===== src/rtl/dmem_pkg.sv =====
// Shared types and default sizes for the data-memory arbiter.
package dmem_pkg;

    localparam int ADDR_W_DEF = 32;
    localparam int DATA_W_DEF = 32;
    localparam int DEPTH_DEF  = 256;

    typedef enum logic [1:0] {
        IDLE    = 2'd0,
        ACCESS  = 2'd1,
        RESPOND = 2'd2
    } state_e;

    typedef logic port_id_t;

endpackage


===== src/rtl/dmem_rr_arb.sv =====
// Two-way grant: round-robin (FIXED_PRI = 0) or port 0 always first (FIXED_PRI = 1).
// lastGrant only moves when the grant is actually taken (hs).
module dmem_rr_arb
    import dmem_pkg::*;
#(
    parameter int FIXED_PRI = 0
) (
    input  logic     clk,
    input  logic     rst_n,
    input  logic     req0_valid,
    input  logic     req1_valid,
    input  logic     hs,
    output logic     gnt_valid,
    output port_id_t gnt_id
);

    port_id_t last_grant_q;
    port_id_t last_grant_d;

    // Grant selection and lastGrant update on handshake
    always_comb begin
        gnt_valid    = req0_valid | req1_valid;
        gnt_id       = 1'b0;
        if (req0_valid && req1_valid) begin
            if (FIXED_PRI != 0) begin
                gnt_id = 1'b0;
            end else begin
                gnt_id = ~last_grant_q;
            end
        end else if (req1_valid) begin
            gnt_id = 1'b1;
        end
        last_grant_d = hs ? gnt_id : last_grant_q;
    end

    // lastGrant resets to 1 so port 0 wins the first contested cycle
    always_ff @(posedge clk or negedge rst_n) begin
        if (!rst_n) begin
            last_grant_q <= 1'b1;
        end else begin
            last_grant_q <= last_grant_d;
        end
    end

endmodule


===== src/rtl/dmem_arbiter.sv =====
// Arbiter sharing one single-ported data memory between the CPU MEM stage
// (port 0) and the debug/DMA loader (port 1). One transaction in flight.
// Optional macro DMEM_ARB_BOUNDS_CHECK_EN: out-of-range addresses skip the
// memory and respond with rdata 0 plus an rsp*Err pulse.
//
// state   | meaning
// --------+-----------------------------------------------------------
// IDLE    | arbitrate, grant ready to one port, latch request on handshake
// ACCESS  | drive memory for one cycle from the latched request
// RESPOND | pulse rspValid to the owning port with read data / store ack
module dmem_arbiter
    import dmem_pkg::*;
#(
    parameter int ADDR_W    = ADDR_W_DEF,
    parameter int DATA_W    = DATA_W_DEF,
    parameter int DEPTH     = DEPTH_DEF,
    parameter int FIXED_PRI = 0
) (
    input  logic              clk,
    input  logic              rst_n,
    input  logic              req0Valid,
    output logic              req0Ready,
    input  logic              req0Write,
    input  logic [ADDR_W-1:0] req0Addr,
    input  logic [DATA_W-1:0] req0Wdata,
    input  logic              req1Valid,
    output logic              req1Ready,
    input  logic              req1Write,
    input  logic [ADDR_W-1:0] req1Addr,
    input  logic [DATA_W-1:0] req1Wdata,
    output logic              rsp0Valid,
    output logic [DATA_W-1:0] rsp0Rdata,
    output logic              rsp1Valid,
    output logic [DATA_W-1:0] rsp1Rdata,
`ifdef DMEM_ARB_BOUNDS_CHECK_EN
    output logic              rsp0Err,
    output logic              rsp1Err,
`endif
    output logic              memEn,
    output logic              memWe,
    output logic [ADDR_W-1:0] memAddr,
    output logic [DATA_W-1:0] memWdata,
    input  logic [DATA_W-1:0] memRdata
);

    state_e            state_q, state_d;
    logic              we_q, we_d;
    logic [ADDR_W-1:0] addr_q, addr_d;
    logic [DATA_W-1:0] wdata_q, wdata_d;
    port_id_t          owner_q, owner_d;

    logic              gnt_valid;
    port_id_t          gnt_id;
    logic              hs;
    logic              addr_err;
    logic              mem_go;
    logic              rsp_go;
    logic [DATA_W-1:0] rsp_data;

    assign hs = (state_q == IDLE) && gnt_valid;

    dmem_rr_arb #(
        .FIXED_PRI (FIXED_PRI)
    ) u_arb (
        .clk        (clk),
        .rst_n      (rst_n),
        .req0_valid (req0Valid),
        .req1_valid (req1Valid),
        .hs         (hs),
        .gnt_valid  (gnt_valid),
        .gnt_id     (gnt_id)
    );

`ifdef DMEM_ARB_BOUNDS_CHECK_EN
    assign addr_err = (addr_q >= ADDR_W'(DEPTH));
`else
    // Without the range check DEPTH has no effect on the datapath.
    logic depth_unused;
    assign depth_unused = (DEPTH > 0);
    assign addr_err     = 1'b0;
`endif

    // Next-state logic and request capture on handshake
    always_comb begin
        state_d = state_q;
        we_d    = we_q;
        addr_d  = addr_q;
        wdata_d = wdata_q;
        owner_d = owner_q;
        case (state_q)
            IDLE: begin
                if (hs) begin
                    state_d = ACCESS;
                    owner_d = gnt_id;
                    if (gnt_id == 1'b1) begin
                        we_d    = req1Write;
                        addr_d  = req1Addr;
                        wdata_d = req1Wdata;
                    end else begin
                        we_d    = req0Write;
                        addr_d  = req0Addr;
                        wdata_d = req0Wdata;
                    end
                end
            end
            ACCESS:  state_d = RESPOND;
            RESPOND: state_d = IDLE;
            default: state_d = IDLE;
        endcase
    end

    // Handshake, memory strobes and response outputs, all zero outside their state
    always_comb begin
        req0Ready = hs && (gnt_id == 1'b0);
        req1Ready = hs && (gnt_id == 1'b1);

        mem_go   = (state_q == ACCESS) && !addr_err;
        memEn    = mem_go;
        memWe    = mem_go && we_q;
        memAddr  = mem_go ? addr_q  : '0;
        memWdata = mem_go ? wdata_q : '0;

        rsp_go    = (state_q == RESPOND);
        rsp_data  = (we_q || addr_err) ? '0 : memRdata;
        rsp0Valid = rsp_go && (owner_q == 1'b0);
        rsp1Valid = rsp_go && (owner_q == 1'b1);
        rsp0Rdata = rsp0Valid ? rsp_data : '0;
        rsp1Rdata = rsp1Valid ? rsp_data : '0;
`ifdef DMEM_ARB_BOUNDS_CHECK_EN
        rsp0Err   = rsp0Valid && addr_err;
        rsp1Err   = rsp1Valid && addr_err;
`endif
    end

    // State and latched request registers; reset drops any in-flight transaction
    always_ff @(posedge clk or negedge rst_n) begin
        if (!rst_n) begin
            state_q <= IDLE;
            we_q    <= 1'b0;
            addr_q  <= '0;
            wdata_q <= '0;
            owner_q <= 1'b0;
        end else begin
            state_q <= state_d;
            we_q    <= we_d;
            addr_q  <= addr_d;
            wdata_q <= wdata_d;
            owner_q <= owner_d;
        end
    end

endmodule


===== config.mk =====
export PLATFORM = sky130hd
export DESIGN_NAME = dmem_arbiter
export DESIGN_NICKNAME = d
export VERILOG_FILES = /design/src/rtl/dmem_pkg.sv /design/src/rtl/dmem_rr_arb.sv /design/src/rtl/dmem_arbiter.sv
export SDC_FILE = /design/constraint.sdc
export NUM_CORES = 1
export LEC_CHECK = 0
export BUFFER_PORTS_ARGS = -buffer_cell sky130_fd_sc_hd__clkbuf_2
export CAP_MARGIN = 25
export CELL_PAD_IN_SITES_DETAIL_PLACEMENT = 0
export CELL_PAD_IN_SITES_GLOBAL_PLACEMENT = 2
export CORE_MARGIN = 2
export CORE_UTILIZATION = 23
export CTS_CLUSTER_SIZE = 20
export DETAILED_ROUTE_END_ITERATION = 8
export PLACE_DENSITY_LB_ADDON = 0.1
export SLEW_MARGIN = 20
export SYNTH_ARGS = -nofsm -noshare
export SYNTH_HDL_FRONTEND = slang
export SYNTH_HIERARCHICAL = 1
export SYNTH_SLANG_ARGS = --single-unit

===== constraint.sdc =====
create_clock -name clk -period 2.2 [get_ports clk]
set_input_delay 0.22 -clock clk [delete_from_list [all_inputs] [get_ports clk]]
set_output_delay 0.22 -clock clk [all_outputs]
set_load 0.03 [all_outputs]

==> flow_metrics.tcl <==
set metrics [dict create \
    grt_usage_pct 13.97 \
    power_density_mw_per_mm2 1287 \
    cts.sinks 69 \
    hpwl_um 10300 \
    port_buffers 299 \
    synth_nets 572 \
    clock-root-buffer "clkbuf_16" \
    die_y_um 141.1 \
    postCtsSetupRepairBufs 0 \
    coreArea_mm2 0.01858 \
    syn_to_final_growth_pct 47.18 \
    setup_tns_ns 0 \
    avgRoutedWirePerCell_um 15.00 \
    antenna_cells 0 \
    syn_area_per_cell_um2 10.65 \
    p_leak_nw 3.196 \
    drc 0 \
    vias_per_cell 4.225 \
    post-route-period-util_pct 92.33 \
    fin_util_pct 34.24 \
    min_from "req0Addr[5]" \
    ys_types 22 \
    clock_skew_ns 0.006935 \
    globalplace.congestion 0.7255 \
    drive_above_1_share_pct 65.52 \
    finalMaxSlewViolations 0 \
    wl_um 13990 \
    max_stage_delay_ns 0.45 \
    maxSlewHeadroom_pct 46.65 \
    die_w_um 141.1 \
    ys_seq_area_share_pct 39.97 \
    rr_endpoint "addr_q[6]" \
    cp.required_ns 1.98 \
    grt_max_degree 70 \
    cp-end-kind "output port" \
    grt_overflow_total 0 \
    reg2regPathDepth 4 \
    synthCells 406 \
    final_common_cell "clkbuf_2" \
    peakVddDrop_mv 0.4513 \
    cts_resized 0 \
    htree_levels 3 \
    synth_seq_cells 69 \
    worstPathCellList "nor3b_4 > buf_12 > nor2b_1 > clkbuf_2" \
    nFillCells 1946 \
    worstSetupStartpoint "state_q[1]" \
    crit_path_end "req0Ready" \
    initial_core_util_pct 23.27 \
    clk_latency_ns 0.34 \
    drt_iter0_drc 79 \
    grt_antenna_before_repair 0 \
    numCtsBuffers 9 \
    period_needed_ns 2.031 \
    r2r-start "u_arb/last_grant_q" \
    min_path_type "input pin to register" \
    io_pins 300 \
    status "completed" \
    critPathLaunchType "register" \
    synth_area_mm2 0.004323 \
    rows 50 \
    drv_cap 0 \
    max_freq_mhz 492.3 \
    yosysWarnings 6 \
    grt_pass1_vias 3936 \
    critPathKind "register to output port" \
    vias 3942 \
    die_area_mm2 0.01991 \
    cts_tree "built" \
    critical_path.slowest_cell "dfrtp_1" \
    hold_viol_final 0 \
    rrSetupSlack_ns 0.46 \
    crit_arrival_ns 1.81 \
    dr.pass1.iters 4 \
    tightest_slew_ns 0.8003 \
    drtAntennaViolNets 0 \
    clkTransAtPathRegs_ns 0.06 \
    grt_pass1_wl_um 21490 \
    final_nets 860 \
    finalSetupViolCount 0 \
    final_cell_mix "clkbuf_2 (298), mux2_2 (131), dfrtp_1 (68)" \
    rsz0062_at_grt "false" \
    worstPathMaxFanout 64 \
    cts_buffer_depth 2 \
]
==> cell families after synthesis <==
group	after synthesis	synth area share [%]
multiplexers	132	34.47
AO/OA/AOI/OAI	1	0.2605
flip-flops	69	39.97
buffers and inverters	34	4.110
AND/OR/NAND/NOR	170	21.19
==> critical path: cells and delay by family, from the launching register on <==
family | cells | cell delay, ns
buffers and inverters | 2 | 0.56
DFF | 1 | 0.45
and+or+nand+nor | 2 | 0.45
==> cells in the mapped netlist <==
cell type	count	area share (%)
buf_6	4	1.0
and2b_1	1	0.17
clkbuf_2	1	0.12
buf_1	1	0.087
dfrtp_1	68	39
or3b_1	1	0.20
or2_1	1	0.14
dfstp_2	1	0.61
nor3b_2	1	0.29
nor3b_1	1	0.17
a21boi_2	1	0.26
nor2_1	64	5.6
nor2b_1	2	0.29
inv_1	2	0.17
clkbuf_1	13	1.1
buf_2	12	1.4
mux2_2	131	34
and2_1	66	9.6
mux2_4	1	0.35
nand2b_1	32	4.6
nand3b_1	1	0.17
buf_4	1	0.17
==> how the worst min path moves through the flow <==
stage,to,slack [ns],depth (start not counted)
floorplan,addr_q[0],-0.08,0
global placement,wdata_q[19],0.44,1
detailed placement,wdata_q[15],0.43,1
CTS,wdata_q[15],0.06,1
global route,wdata_q[11],0.23,3
finish,addr_q[5],0.24,3
==> final cells by class <==
cell class,count,area (um^2),area share (%)
repair buffers,309,1622,25.49
clock buffers,13,260.3,4.090
multi-input cells,303,2432,38.23
flip-flops and latches,69,1728,27.16
inverters,2,7.507,0.1180
clock inverters,3,20.02,0.3147
well taps,234,292.8,4.602
==> where the power goes <==
group	switching, mW	internal [mW]	total, mW
Sequential	0.362	1.93	2.30
Clock	0.556	0.824	1.38
Combinational	2.62	1.90	4.51
Total	3.53	4.65	8.19
==> per-stage QoR <==
stage	setup WS (ns)	cell area, um^2	instances	hold WS, ns	power [mW]
floorplan	0.4707	4323	406	-0.07559	5.606
global route	0.03042	6362	933	0.2314	8.788
finish	0.1687	6362	933	0.2375	8.188
detailed placement	0.4432	6045	915	0.4346	6.936
CTS	0.1031	6325	931	0.06228	8.367
global placement	0.4618	6045	915	0.4376	6.872
==> layer usage <==
layer / routed length (um) / vias to the layer above / track usage [%]
li1: - / 1916 / -
met1: 5455 / 1835 / 15.60
met2: 7052 / 179 / 24.30
met3: 1291 / 12 / 5.740
met4: 191 / 0 / 4.316
met5: 0 / - / 0
==> timing repair <==
item	CTS	global route
setup endpoints to repair	0	0
endpoints found under the hold margin	0	20
hold buffers	0	1
==> flip-flops by register name (all words and copies together) (netlist names) <==
signal              cells
wdata_q                32
state_q                 2
addr_q                 32
we_q                    1
u_arb/last_grant_q      1
owner_q                 1
Note: power is estimated with default switching activity, not from simulation.
